`src/rtl/tick_period_meter.sv`:
```
// Measures the cycle interval between consecutive one-cycle ticks, checks it
// against EXPECTED +/- TOL, flags a missing tick after MAX_WAIT cycles and counts ticks.
module tick_period_meter #(
  parameter int     WIDTH    = 30,
  parameter longint EXPECTED = 1000000001,
  parameter longint TOL      = 1000,
  parameter longint MAX_WAIT = 1073741823
) (
  input  logic             clk,
  input  logic             rst,
  input  logic             tick,
  output logic [WIDTH-1:0] period,
  output logic             period_valid,
  output logic             in_range,
  output logic             timeout,
  output logic [15:0]      tick_count
);

  // Bounds live at WIDTH+1 bits; the low bound saturates at 0 and both clamp to the top code.
  localparam longint BOUND_MAX = (longint'(1) << (WIDTH + 1)) - 1;
  localparam longint LO_RAW    = (TOL > EXPECTED) ? 0 : EXPECTED - TOL;
  localparam longint HI_RAW    = EXPECTED + TOL;
  localparam longint LO_SAT    = (LO_RAW > BOUND_MAX) ? BOUND_MAX : LO_RAW;
  localparam longint HI_SAT    = (HI_RAW > BOUND_MAX) ? BOUND_MAX : HI_RAW;
  localparam logic [WIDTH:0]   LO    = (WIDTH + 1)'(LO_SAT);
  localparam logic [WIDTH:0]   HI    = (WIDTH + 1)'(HI_SAT);
  localparam logic [WIDTH-1:0] LIMIT = WIDTH'(MAX_WAIT);
  localparam logic [WIDTH-1:0] ONE   = WIDTH'(1);

  typedef enum logic [1:0] {
    IDLE    = 2'd0,
    MEASURE = 2'd1,
    TIMEOUT = 2'd2
  } state_t;

  state_t           state;
  logic [WIDTH-1:0] cnt;

  function automatic logic in_bounds(input logic [WIDTH-1:0] v);
    logic [WIDTH:0] w;
    w = {1'b0, v};
    return (w >= LO) && (w <= HI);
  endfunction

  // Single registered stage: every output is a flop, no combinational path from tick.
  always_ff @(posedge clk) begin
    if (rst) begin
      state        <= IDLE;
      cnt          <= '0;
      period       <= '0;
      period_valid <= 1'b0;
      in_range     <= 1'b0;
      timeout      <= 1'b0;
      tick_count   <= '0;
    end else begin
      period_valid <= 1'b0;
      if (tick) tick_count <= tick_count + 16'd1;
      case (state)
        IDLE: begin
          if (tick) begin
            state <= MEASURE;
            cnt   <= ONE;
          end
        end
        MEASURE: begin
          // A tick on the limit cycle still closes a valid measurement.
          if (tick) begin
            period       <= cnt;
            period_valid <= 1'b1;
            in_range     <= in_bounds(cnt);
            cnt          <= ONE;
          end else if (cnt == LIMIT) begin
            state   <= TIMEOUT;
            timeout <= 1'b1;
          end else begin
            cnt <= cnt + ONE;
          end
        end
        TIMEOUT: begin
          if (tick) begin
            state   <= MEASURE;
            cnt     <= ONE;
            timeout <= 1'b0;
          end
        end
        default: begin
          state <= IDLE;
          cnt   <= '0;
        end
      endcase
    end
  end

endmodule

```
`config.mk`:
```
export PLATFORM = sky130hd
export DESIGN_NAME = tick_period_meter
export DESIGN_NICKNAME = d
export VERILOG_FILES = /design/src/rtl/tick_period_meter.sv
export SDC_FILE = /design/constraint.sdc
export NUM_CORES = 1
export LEC_CHECK = 0
export CAP_MARGIN = 20
export CORE_AREA = 3 3 87 89
export DETAILED_ROUTE_END_ITERATION = 7
export DIE_AREA = 0 0 90 92
export PLACE_DENSITY_LB_ADDON = 0.25
export SLEW_MARGIN = 20
export SYNTH_ARGS = -nofsm -noshare
export SYNTH_HDL_FRONTEND = slang
export SYNTH_SLANG_ARGS = --single-unit
```
`constraint.sdc`:
```
create_clock -name clk -period 2.72 [get_ports clk]
set_clock_uncertainty 0.05 [all_clocks]
set_input_delay 0.544 -clock clk [delete_from_list [all_inputs] [get_ports clk]]
set_output_delay 0.544 -clock clk [all_outputs]
set_load 0.01 [all_outputs]
```
# Word level (Yosys, flattened, before mapping)
# Index checks and enable logic that the tools add are counted.
# W data, S select, Z words.
dict set report classes {
  addsub 2
  magnitude_cmp 2
  n_eq_ne 8
  muxes 13
  bitwise 1
  n_reduce_logical 9
}
# op n
set ops {}
lappend ops {{$mux W30} 3}
lappend ops {{$pmux W30 S2} 1}
lappend ops {{$add A30 B1 Y30 const B} 1}
lappend ops {{$eq A30 B30 Y1 const B} 1}
lappend ops {{$ge A30 B30 Y1 const B} 1}
lappend ops {{$le A30 B30 Y1 const B} 1}
lappend ops {{$add A16 B1 Y16 const B} 1}
lappend ops {{$mux W2} 3}
lappend ops {{$ne A2 B2 Y1 const B} 3}
lappend ops {{$mux W1} 4}
lappend ops {{$pmux W2 S2} 1}
lappend ops {{$reduce_and A2 Y1} 2}
lappend ops {{$reduce_and A4 Y1} 1}
lappend ops {{$reduce_or A2 Y1} 2}
lappend ops {{$ne A3 B3 Y1 const B} 1}
lappend ops {{$reduce_and A3 Y1} 1}
lappend ops {{$eq A2 B1 Y1 const B} 1}
lappend ops {{$eq A2 B2 Y1 const B} 1}
lappend ops {{$logic_not A2 Y1} 1}
lappend ops {{$ne A2 B1 Y1 const B} 1}
lappend ops {{$pmux W1 S2} 1}
lappend ops {{$reduce_bool A2 Y1} 1}
lappend ops {{$logic_and A1 B1 Y1} 1}
lappend ops {{$not A1 Y1} 1}
dict set report word_totals {
  register_bits 81
  inputBits 3
  wordCells 42
}

# Depth between registers and ports, before layout
# Gate-level depths: netlist of the first run.
dict set report logic_depth {
  depth_word 4
  mapped_depth 10
  depth_no_buf 8
}

# Worst setup path before layout of the first run
# Ideal clock, no wire load.
dict set report synth_timing {
  path_type {flip-flop to flip-flop}
  from {register cnt[0]}
  to {register cnt[29]}
  setup_time_ns 0.095
  t_arrival_ns 2.173
  required_time_ns 2.575
  path_slack_ns 0.401
  path_stages_with_launch 11
  n_path_buf 3
  path_cell_list {dfxtp_1 ha_1 nand3_2 or4_1 buf_2 or3_1 buf_6 o21ai_4 buf_6 nand2_1 o311ai_1}
}
dict set report synth_between {
  elab_chain_len 4
  elab_cells_between_ends 7
  classes_between {add/sub: 1; eq/ne: 2; mux: 3; reduce/logical: 1}
}
# item line_no
set synth_lines {}
lappend synth_lines {{start: declaration} 37} ;# logic [WIDTH-1:0] cnt;
lappend synth_lines {{start signal: assignment} 76} ;# cnt <= cnt + ONE;
lappend synth_lines {{$add A30 B1 Y30} 76}
lappend synth_lines {{$mux W30} 72} ;# end else if (cnt == LIMIT) begin
lappend synth_lines {{$mux W30} 67} ;# if (tick) begin
lappend synth_lines {{$pmux W30 S2} 58} ;# case (state)
# Several ways; a longest one is shown, not always the timed one. The select of a mux whose other input is x is not followed.
# A chain may end at the register's enable or synchronous reset.

# Worst setup path after layout of the first run
dict set report layout_timing {
  from {register cnt[11]}
  to {register cnt[19]}
}
# The elaborated chain is that of the path after synthesis.

==> flow_metrics.py, run 1 <==
metrics = {
    "outcome": {
        "outcome": "complete, but fails checks",
        "violations": "DRC",
    },
    "logic_synthesis": {
        "synth_edf_count": 0,
        "ys_types": 52,
        "yosys_warnings": 0,
        "syn_nets": 486,
        "synth_top_flop_cell": "dfxtp_1",
        "async_flop_share": 0,
        "synth_top_area_frac": 0.436,
        "avgSynthCellArea_sq_um": 7.77,
        "netlist_area_sq_um": 3720,
        "synthTopCellsByArea": "dfxtp_1, nand2_1, a21oi_1",
        "yosysTopAreaCell": "dfxtp_1",
        "synthCells": 479,
        "synth-seq-cells": 81,
        "ys_seq_area_frac": 0.436,
    },
    "worst_setup_path": {
        "r2r_cells": 7,
        "cp.arrival_ns": 2.64,
        "critPathMaxFanout": 8,
        "setup.worst_path.class": "reg2reg",
        "critPathLaunchType": "register",
        "cp-end-kind": "register",
        "timing.rr.end": "cnt[19]$_SDFFE_PP0P_",
        "critical_path_required_ns": 2.91,
        "rrSetupSlack_ns": 0.27,
        "crit-reg2reg-launch": "cnt[11]$_SDFFE_PP0P_",
    },
    "routing": {
        "drcViolationCount": 4,
        "viasPerCell": 5.82,
        "wirelength_mm": 9.49,
        "drt-wirelength-per-cell_um": 14.8,
        "dr_total_vias": 3732,
        "drt.antenna.violating_nets": 0,
        "first_iter_violations": 371,
        "first_pass_iters": 8,
    },
    "finish": {
        "nets": 547,
        "final_area_sq_um": 4610,
        "layout_commonest_cell": "nand2_1",
        "n_antenna_cell": 0,
        "area_delta_synth_final_pct": 23.8,
        "drive_gt1_frac": 0.106,
        "final_cell_mix": "nand2_1, dfxtp_1, a21oi_1",
        "fin_util": 0.674,
    },
    "cts": {
        "clk-insertion-delay-late_ns": 0.35,
        "htree_levels": 3,
        "cts_tree": "built",
        "cts_inserted_buffers": 9,
        "cts_resized": 0,
        "cts_setup_buffers": 0,
        "cts_hold_buf": 0,
        "cts-root-buf": "clkbuf_8",
        "cts_buffer_depth": 2,
        "clock-sinks": 81,
        "clkTransAtPathRegs_ns": 0.08,
    },
    "floorplan": {
        "die-width_um": 90,
        "io_pins": 52,
        "start_util": 0.545,
        "fp.dieH_um": 92,
        "core_sq_um": 6830,
        "dieArea_sq_um": 8280,
        "num_rows": 30,
    },
    "power": {
        "comb_power_share": 0.059,
        "internal_power_mw": 1.56,
        "switchingPower_mw": 0.512,
        "p_leak_nw": 1.60,
        "peakVddDrop_uv": 321,
        "power.density_nw_per_um2": 451,
        "pwr-share-clk": 0.363,
        "sw_frac_of_total": 0.247,
        "p_seq_frac": 0.578,
    },
    "worst_hold_path": {
        "min_to": "period[3]$_SDFFE_PP0P_",
        "min_delay_path_depth": 2,
        "hold_start": "period[3]$_SDFFE_PP0P_",
        "holdCritPathClass": "reg2reg",
    },
    "timing": {
        "fmax_mhz": 409,
        "tightestPinTransition_ns": 0.612,
        "maxSlewViolCount": 0,
        "setup_viol": 0,
        "hold_viol": 0,
        "fin_crit_sh": 0.900,
        "rsz0062_at_grt": "no",
        "layout_min_cycle_time_ns": 2.45,
        "finalSetupTns_ns": 0,
        "slew_headroom": 0.592,
    },
    "global_routing": {
        "grt_antenna_before_repair": 0,
        "grt_pass1_wl_mm": 15.9,
        "grt_pass1_vias": 3365,
        "overflow": 0,
        "grt_max_degree": 31,
        "grt_usage": 0.230,
    },
    "placed_design": {
        "hpwlAfterDp_mm": 6.70,
        "io_buffers": 51,
        "placed_cell_area_sq_um": 4440,
        "gp_congestion": 0.983,
    },
    "flow_run": {
        "maxCapViolations": 0,
    },
}
==> routing by layer <==
metal	share of wire	track usage	wire (um)
met1	0.46	0.317	4380
met2	0.44	0.355	4160
met3	0.079	0.0427	745
met5	0	0	0
met4	0.022	0.0944	206
==> metrics by stage <==
step	total power, mW	setup WS [ns]	std cells	hold WS, ns
after floorplan	1.30	0.401	479	0.403
after global placement	1.35	0.102	625	0.392
after detailed placement	1.35	0.0632	625	0.397
after CTS	2.09	0.329	641	0.402
after global routing	2.16	0.173	641	0.425
final	2.08	0.272	641	0.403
==> critical path, cell delays in order (launching register included) <==
cell	delay (ns)
dfxtp_1	0.49
nand4_1	0.24
or4_1	0.51
or3_1	0.50
buf_4	0.22
a31oi_1	0.15
o21ai_0	0.09
o41ai_1	0.08
==> flip-flops by register name, summed over array words and instances (netlist names) <==
signal and count:
in_range 1, state 2, period_valid 1, period 30
tick_count 16, timeout 1, cnt 30
==> how the worst max path moves through the flow <==
stage	slack [ns]	from	endpoint	depth (start not counted)
2_1_floorplan	0.40	cnt[0]$_SDFFE_PP0P_	cnt[29]$_SDFFE_PP0P_	10
3_3_place_gp	0.10	tick	cnt[9]$_SDFFE_PP0P_	7
3_5_place_dp	0.06	tick	tick_count[13]$_SDFFE_PP0P_	6
4_1_cts	0.33	cnt[11]$_SDFFE_PP0P_	cnt[19]$_SDFFE_PP0P_	7
5_1_grt	0.17	cnt[24]$_SDFFE_PP0P_	cnt[19]$_SDFFE_PP0P_	7
6_report	0.27	cnt[11]$_SDFFE_PP0P_	cnt[19]$_SDFFE_PP0P_	7
==> layout make-up <==
cell class,count,area (sq um)
well taps,96,120
clock buffers,11,131
multi-input cells,357,1920
inverters,6,22.5
clock inverters,5,32.5
fillers,614,2220
flip-flops and latches,81,1620
repair buffers,85,761
==> power by group through the flow <==
stage	sequential, mW	combinational, mW	clock [mW]
6_report	1.20	0.123	0.753
5_1_grt	1.20	0.133	0.823
4_1_cts	1.20	0.121	0.769
3_5_place_dp	1.23	0.119	0
3_3_place_gp	1.23	0.117	0
2_1_floorplan	1.23	0.0721	0
==> synth_stat cells (all sizes together), types with 2 or more instances <==
cell,instances
xnor2,3
ha,4
nand4b,2
nor4,5
o311ai,2
nor2,41
clkbuf,27
o21ai,37
or3b,3
or2,3
a21oi,64
and2,2
o41ai,2
nand4,15
inv,6
or4,3
dfxtp,81
nand2b,2
a41oi,4
or3,9
o211ai,2
nand2,87
xor2,9
a31oi,7
a21o,2
o221ai,2
buf,8
nor3,6
and3,10
nand3,19
==> logic make-up (layout without fill, tap and decap cells) <==
kind of cell,after synthesis,after routing,share of synthesized area
AOI/OAI and AO/OA,128,128,0.197
xor gates and xnor gates,12,12,0.0283
adders and majority gates,4,4,0.0135
buffers and inverters,41,107,0.0484
DFF,81,81,0.436
muxes,1,1,0.00269
and+or+nand+nor,212,212,0.274
(Power assumes the default switching activity.)
==> inputs of run 2 (changes only) <==
--- a/config.mk
+++ b/config.mk
@@ -6,9 +6,9 @@
 export NUM_CORES = 1
 export LEC_CHECK = 0
 export CAP_MARGIN = 20
-export CORE_AREA = 3 3 87 89
+export CORE_AREA = 3 3 91 93
 export DETAILED_ROUTE_END_ITERATION = 7
-export DIE_AREA = 0 0 90 92
+export DIE_AREA = 0 0 94 96
 export PLACE_DENSITY_LB_ADDON = 0.25
 export SLEW_MARGIN = 20
 export SYNTH_ARGS = -nofsm -noshare
==> flow_metrics.py, run 2 (synthesis gave the netlist of run 1 again) <==
metrics = {
    "cts": {
        "cts_inserted_buffers": 9,
        "cts-root-buf": "clkbuf_8",
        "cts_setup_buffers": 0,
        "cts_hold_buf": 0,
        "cts_tree": "built",
        "cts_buffer_depth": 2,
        "htree_levels": 3,
        "cts_resized": 0,
        "clkTransAtPathRegs_ns": 0.08,
        "clk-insertion-delay-late_ns": 0.35,
        "clock-sinks": 81,
    },
    "worst_setup_path": {
        "critical_path_required_ns": 2.91,
        "rrSetupSlack_ns": 0.25,
        "critPathLaunchType": "register",
        "slowest_stage": "or3_1",
        "timing.rr.end": "cnt[19]$_SDFFE_PP0P_",
        "cpPeakStageDelay_ns": 0.57,
        "crit_chain": "nand3_1 -> or3b_1 -> or3_1 -> buf_4 -> a31oi_1 -> o21ai_0 -> o41ai_1",
        "cp-end-kind": "register",
        "crit-reg2reg-launch": "cnt[27]$_SDFFE_PP0P_",
        "critPathMaxFanout": 7,
        "endpoint": "cnt[19]$_SDFFE_PP0P_",
        "cp-startpoint": "cnt[27]$_SDFFE_PP0P_",
        "setup.worst_path.class": "reg2reg",
        "cp.arrival_ns": 2.66,
        "r2r_cells": 7,
    },
    "timing": {
        "hold_viol": 0,
        "rsz0062_at_grt": "no",
        "fmax_mhz": 404,
        "layout_setup_ws_ns": 0.246,
        "maxSlewViolCount": 0,
        "finalSetupTns_ns": 0,
        "layout_min_cycle_time_ns": 2.47,
        "slew_headroom": 0.591,
        "setup_viol": 0,
        "fin_crit_sh": 0.910,
        "tightestPinTransition_ns": 0.613,
    },
    "finish": {
        "n_antenna_cell": 0,
        "area_delta_synth_final_pct": 26.1,
        "final_area_sq_um": 4690,
        "final_cell_mix": "nand2_1, dfxtp_1, a21oi_1",
        "nets": 550,
        "final_cell_count_no_fill": 648,
        "layout_commonest_cell": "nand2_1",
        "fill_cells": 727,
        "drive_gt1_frac": 0.112,
        "reg_top3": "cnt (30), period (30), tick_count (16)",
    },
    "power": {
        "power.density_nw_per_um2": 488,
        "peakVddDrop_uv": 228,
        "p_leak_nw": 1.65,
    },
    "floorplan": {
        "start_util": 0.489,
        "core_sq_um": 7610,
        "die-width_um": 94,
        "num_rows": 32,
        "dieArea_sq_um": 9020,
        "io_pins": 52,
        "fp.dieH_um": 96,
    },
    "placed_design": {
        "placed_cell_area_sq_um": 4470,
        "gp_congestion": 0.937,
        "pre_cts_ws_ns": 0.0443,
        "hpwlAfterDp_mm": 6.78,
        "io_buffers": 51,
        "dp_cells": 634,
    },
    "routing": {
        "first_pass_iters": 5,
        "first_iter_violations": 311,
        "drcViolationCount": 0,
        "wirelength_mm": 9.39,
        "drt.antenna.violating_nets": 0,
        "dr_total_vias": 3621,
        "viasPerCell": 5.59,
        "drt-wirelength-per-cell_um": 14.5,
    },
    "global_routing": {
        "grt_pass1_wl_mm": 15.5,
        "grt_antenna_before_repair": 0,
        "overflow": 0,
        "grt_max_degree": 31,
        "grt_pass1_vias": 3163,
        "grt_usage": 0.217,
    },
    "worst_hold_path": {
        "holdCritPathClass": "reg2reg",
    },
    "flow_run": {
        "maxCapViolations": 0,
    },
    "outcome": {
        "outcome": "completed",
    },
}
[run 2: per-layer routing]
metal  vias to the layer above  share of wire  track usage
li1                       1816              -            -
met1                      1679           0.48        0.320
met2                       116           0.43        0.315
met3                        10          0.072       0.0438
met4                         0         0.0095       0.0746
met5                         -              0            0
[run 2: final cells by class]
type,instances,area (sq um),area share
repair buffers,88,783,0.167
clock inverters,3,65.1,0.0139
clock buffers,11,151,0.0323
inverters,6,22.5,0.00480
flip-flops and latches,81,1620,0.346
well taps,102,128,0.0272
multi-input cells,357,1920,0.409
[run 2: worst min path at each step]
stage | startpoint | to | slack (ns) | cells past startpoint
floorplan | cnt[15]$_SDFFE_PP0P_ | period[15]$_SDFFE_PP0P_ | 0.40 | 2
global placement | period[10]$_SDFFE_PP0P_ | period[10]$_SDFFE_PP0P_ | 0.39 | 2
detailed placement | period[0]$_SDFFE_PP0P_ | period[0]$_SDFFE_PP0P_ | 0.40 | 2
CTS | period[0]$_SDFFE_PP0P_ | period[0]$_SDFFE_PP0P_ | 0.41 | 2
global route | period[0]$_SDFFE_PP0P_ | period[0]$_SDFFE_PP0P_ | 0.42 | 2
finish | period[0]$_SDFFE_PP0P_ | period[0]$_SDFFE_PP0P_ | 0.40 | 2
[run 2: report_power, final]
part           internal [mW]  leakage (nW)  switching, mW
logic                 0.0454         0.881         0.0776
registers               1.19         0.653        0.00899
clock network          0.555         0.111          0.409
[run 2: worst max-delay path, delay by kind of cell, from the launching register on]
kind | cells | cell delay (ns)
DFF | 1 | 0.45
and+or+nand+nor | 3 | 1.31
AOI/OAI and AO/OA | 3 | 0.33
buffers and inverters | 1 | 0.22
[run 2: stage by stage]
step | hold WS, ns | util | total power, mW
after floorplan | 0.403 | - | 1.30
after global placement | 0.393 | 0.588 | 1.35
after detailed placement | 0.396 | 0.588 | 1.35
after CTS | 0.406 | 0.616 | 2.30
after global routing | 0.424 | 0.616 | 2.37
final | 0.404 | 0.616 | 2.29
==> inputs of run 3 (changes only) <==
--- a/config.mk
+++ b/config.mk
@@ -6,9 +6,10 @@
 export NUM_CORES = 1
 export LEC_CHECK = 0
 export CAP_MARGIN = 20
-export CORE_AREA = 3 3 91 93
+export CORE_AREA = 2 2 90 92
+export CTS_BUF_LIST = sky130_fd_sc_hd__clkbuf_16
 export DETAILED_ROUTE_END_ITERATION = 7
-export DIE_AREA = 0 0 94 96
+export DIE_AREA = 0 0 92 94
 export PLACE_DENSITY_LB_ADDON = 0.25
 export SLEW_MARGIN = 20
 export SYNTH_ARGS = -nofsm -noshare
==> flow_metrics.py, run 3 (synthesis gave the netlist of run 1 again) <==
metrics = {
    "outcome": {
        "outcome": "completed",
    },
    "finish": {
        "layout_commonest_cell": "nand2_1",
        "drive_gt1_frac": 0.106,
        "fill_cells": 674,
        "multi_input_area_sq_um": 1920,
        "final_cell_mix": "nand2_1, dfxtp_1, a21oi_1",
        "regArea_sq_um": 1620,
        "reg_top3": "cnt (30), period (30), tick_count (16)",
        "n_antenna_cell": 0,
        "nets": 547,
        "area_delta_synth_final_pct": 28.7,
    },
    "global_routing": {
        "grt_max_degree": 44,
        "grt_antenna_before_repair": 0,
        "overflow": 0,
        "grt_pass1_vias": 3236,
        "grt_pass1_wl_mm": 15.4,
        "grt_usage": 0.219,
    },
    "placed_design": {
        "hpwlAfterDp_mm": 6.67,
        "pre_cts_ws_ns": 0.0968,
        "gp_congestion": 0.971,
        "io_buffers": 51,
    },
    "worst_setup_path": {
        "cp-end-kind": "register",
        "critPathLaunchType": "register",
        "r2r_cells": 7,
        "rrSetupSlack_ns": 0.30,
        "endpoint": "cnt[19]$_SDFFE_PP0P_",
        "crit-reg2reg-launch": "cnt[27]$_SDFFE_PP0P_",
        "cpPeakStageDelay_ns": 0.56,
        "cp_num_cells": 7,
        "cp.arrival_ns": 2.60,
        "slowest_stage": "or3_1",
        "crit_chain": "nand3_1 -> or3b_1 -> or3_1 -> buf_4 -> a31oi_1 -> o21ai_0 -> o41ai_1",
        "cp-startpoint": "cnt[27]$_SDFFE_PP0P_",
        "critical_path_required_ns": 2.90,
        "timing.rr.end": "cnt[19]$_SDFFE_PP0P_",
        "path_delay_family": "simple AND/OR/NAND/NOR gates",
        "critPathMaxFanout": 7,
        "setup.worst_path.class": "reg2reg",
        "path_buf_inv": 1,
    },
    "floorplan": {
        "dieArea_sq_um": 8650,
        "start_util": 0.489,
        "fp.dieH_um": 94,
        "io_pins": 52,
        "num_rows": 32,
        "core_sq_um": 7610,
        "die-width_um": 92,
    },
    "routing": {
        "first_iter_violations": 271,
        "drcViolationCount": 0,
        "drt.antenna.violating_nets": 0,
        "drt-wirelength-per-cell_um": 14.5,
        "dr_total_vias": 3658,
        "viasPerCell": 5.65,
        "wirelength_mm": 9.38,
        "first_pass_iters": 5,
    },
    "power": {
        "peakVddDrop_uv": 421,
        "finalPower_mw": 2.68,
        "power.density_nw_per_um2": 560,
        "p_leak_nw": 1.69,
    },
    "cts": {
        "htree_levels": 3,
        "cts-root-buf": "clkbuf_16",
        "clkTransAtPathRegs_ns": 0.06,
        "cts_buffer_depth": 2,
        "cts_tree": "built",
        "cts_setup_buffers": 0,
        "clock-sinks": 81,
        "cts_hold_buf": 0,
        "clk-insertion-delay-late_ns": 0.33,
        "cts_inserted_buffers": 9,
        "cts_resized": 0,
    },
    "timing": {
        "finalSetupTns_ns": 0,
        "rsz0062_at_grt": "no",
        "fin_crit_sh": 0.889,
        "holdWs_ns": 0.403,
        "slew_headroom": 0.595,
        "maxSlewViolCount": 0,
        "fmax_mhz": 413,
        "tightestPinTransition_ns": 0.603,
        "layout_setup_ws_ns": 0.301,
        "hold_viol": 0,
        "setup_viol": 0,
        "layout_min_cycle_time_ns": 2.42,
    },
    "flow_run": {
        "maxCapViolations": 0,
    },
    "worst_hold_path": {
        "holdCritPathClass": "reg2reg",
        "hold_start": "period[24]$_SDFFE_PP0P_",
        "min_delay_path_depth": 2,
    },
}
==> run 3: changes by cell type in the layout (fill, tap and decap cells not counted) <==
cell	change
bufinv_16	+1
clkbuf_16	+9
clkbuf_8	-11
buf_4	-3
inv_1	+2
clkinv_4	+1
==> run 3: worst min-delay path by stage <==
stage,end,slack (ns)
after floorplan,period[15]$_SDFFE_PP0P_,0.40
after global placement,period[10]$_SDFFE_PP0P_,0.39
after detailed placement,period[11]$_SDFFE_PP0P_,0.40
after CTS,period[22]$_SDFFE_PP0P_,0.41
after global routing,period[12]$_SDFFE_PP0P_,0.42
final,period[24]$_SDFFE_PP0P_,0.40
==> run 3: worst register-to-register path, cell delays in order, from the launching register on <==
cell     delay [ns]
dfxtp_1        0.44
nand3_1        0.19
or3b_1         0.54
or3_1          0.56
buf_4          0.21
a31oi_1        0.15
o21ai_0        0.09
o41ai_1        0.08
==> run 3: where the power goes <==
group,switching (mW),internal [mW],total (mW)
combinational,0.0763,0.0417,0.118
clock,0.469,0.890,1.36
sequential,0.00883,1.19,1.20
==> run 3: cell type report <==
type | instances | area share
inverters | 6 | 0.00470
repair buffers | 85 | 0.159
multi-input cells | 357 | 0.401
well taps | 102 | 0.0267
clock inverters | 7 | 0.0233
clock buffers | 9 | 0.0470
flip-flops and latches | 81 | 0.339
==> run 3: metrics by stage <==
stage,instances,instance area [sq um],utilization
finish,647,4790,0.629
global route,647,4790,0.629
CTS,647,4790,0.629
detailed placement,631,4450,0.585
global placement,631,4450,0.585
floorplan,479,3720,-
==> run 3: layer usage <==
layer | GRT usage | part of all wire | vias up | routed length, um
li1 | - | - | 1808 | -
met1 | 0.318 | 0.49 | 1689 | 4600
met2 | 0.329 | 0.43 | 148 | 4030
met3 | 0.0433 | 0.066 | 13 | 622
met4 | 0.0684 | 0.014 | 0 | 130
met5 | 0 | 0 | - | 0
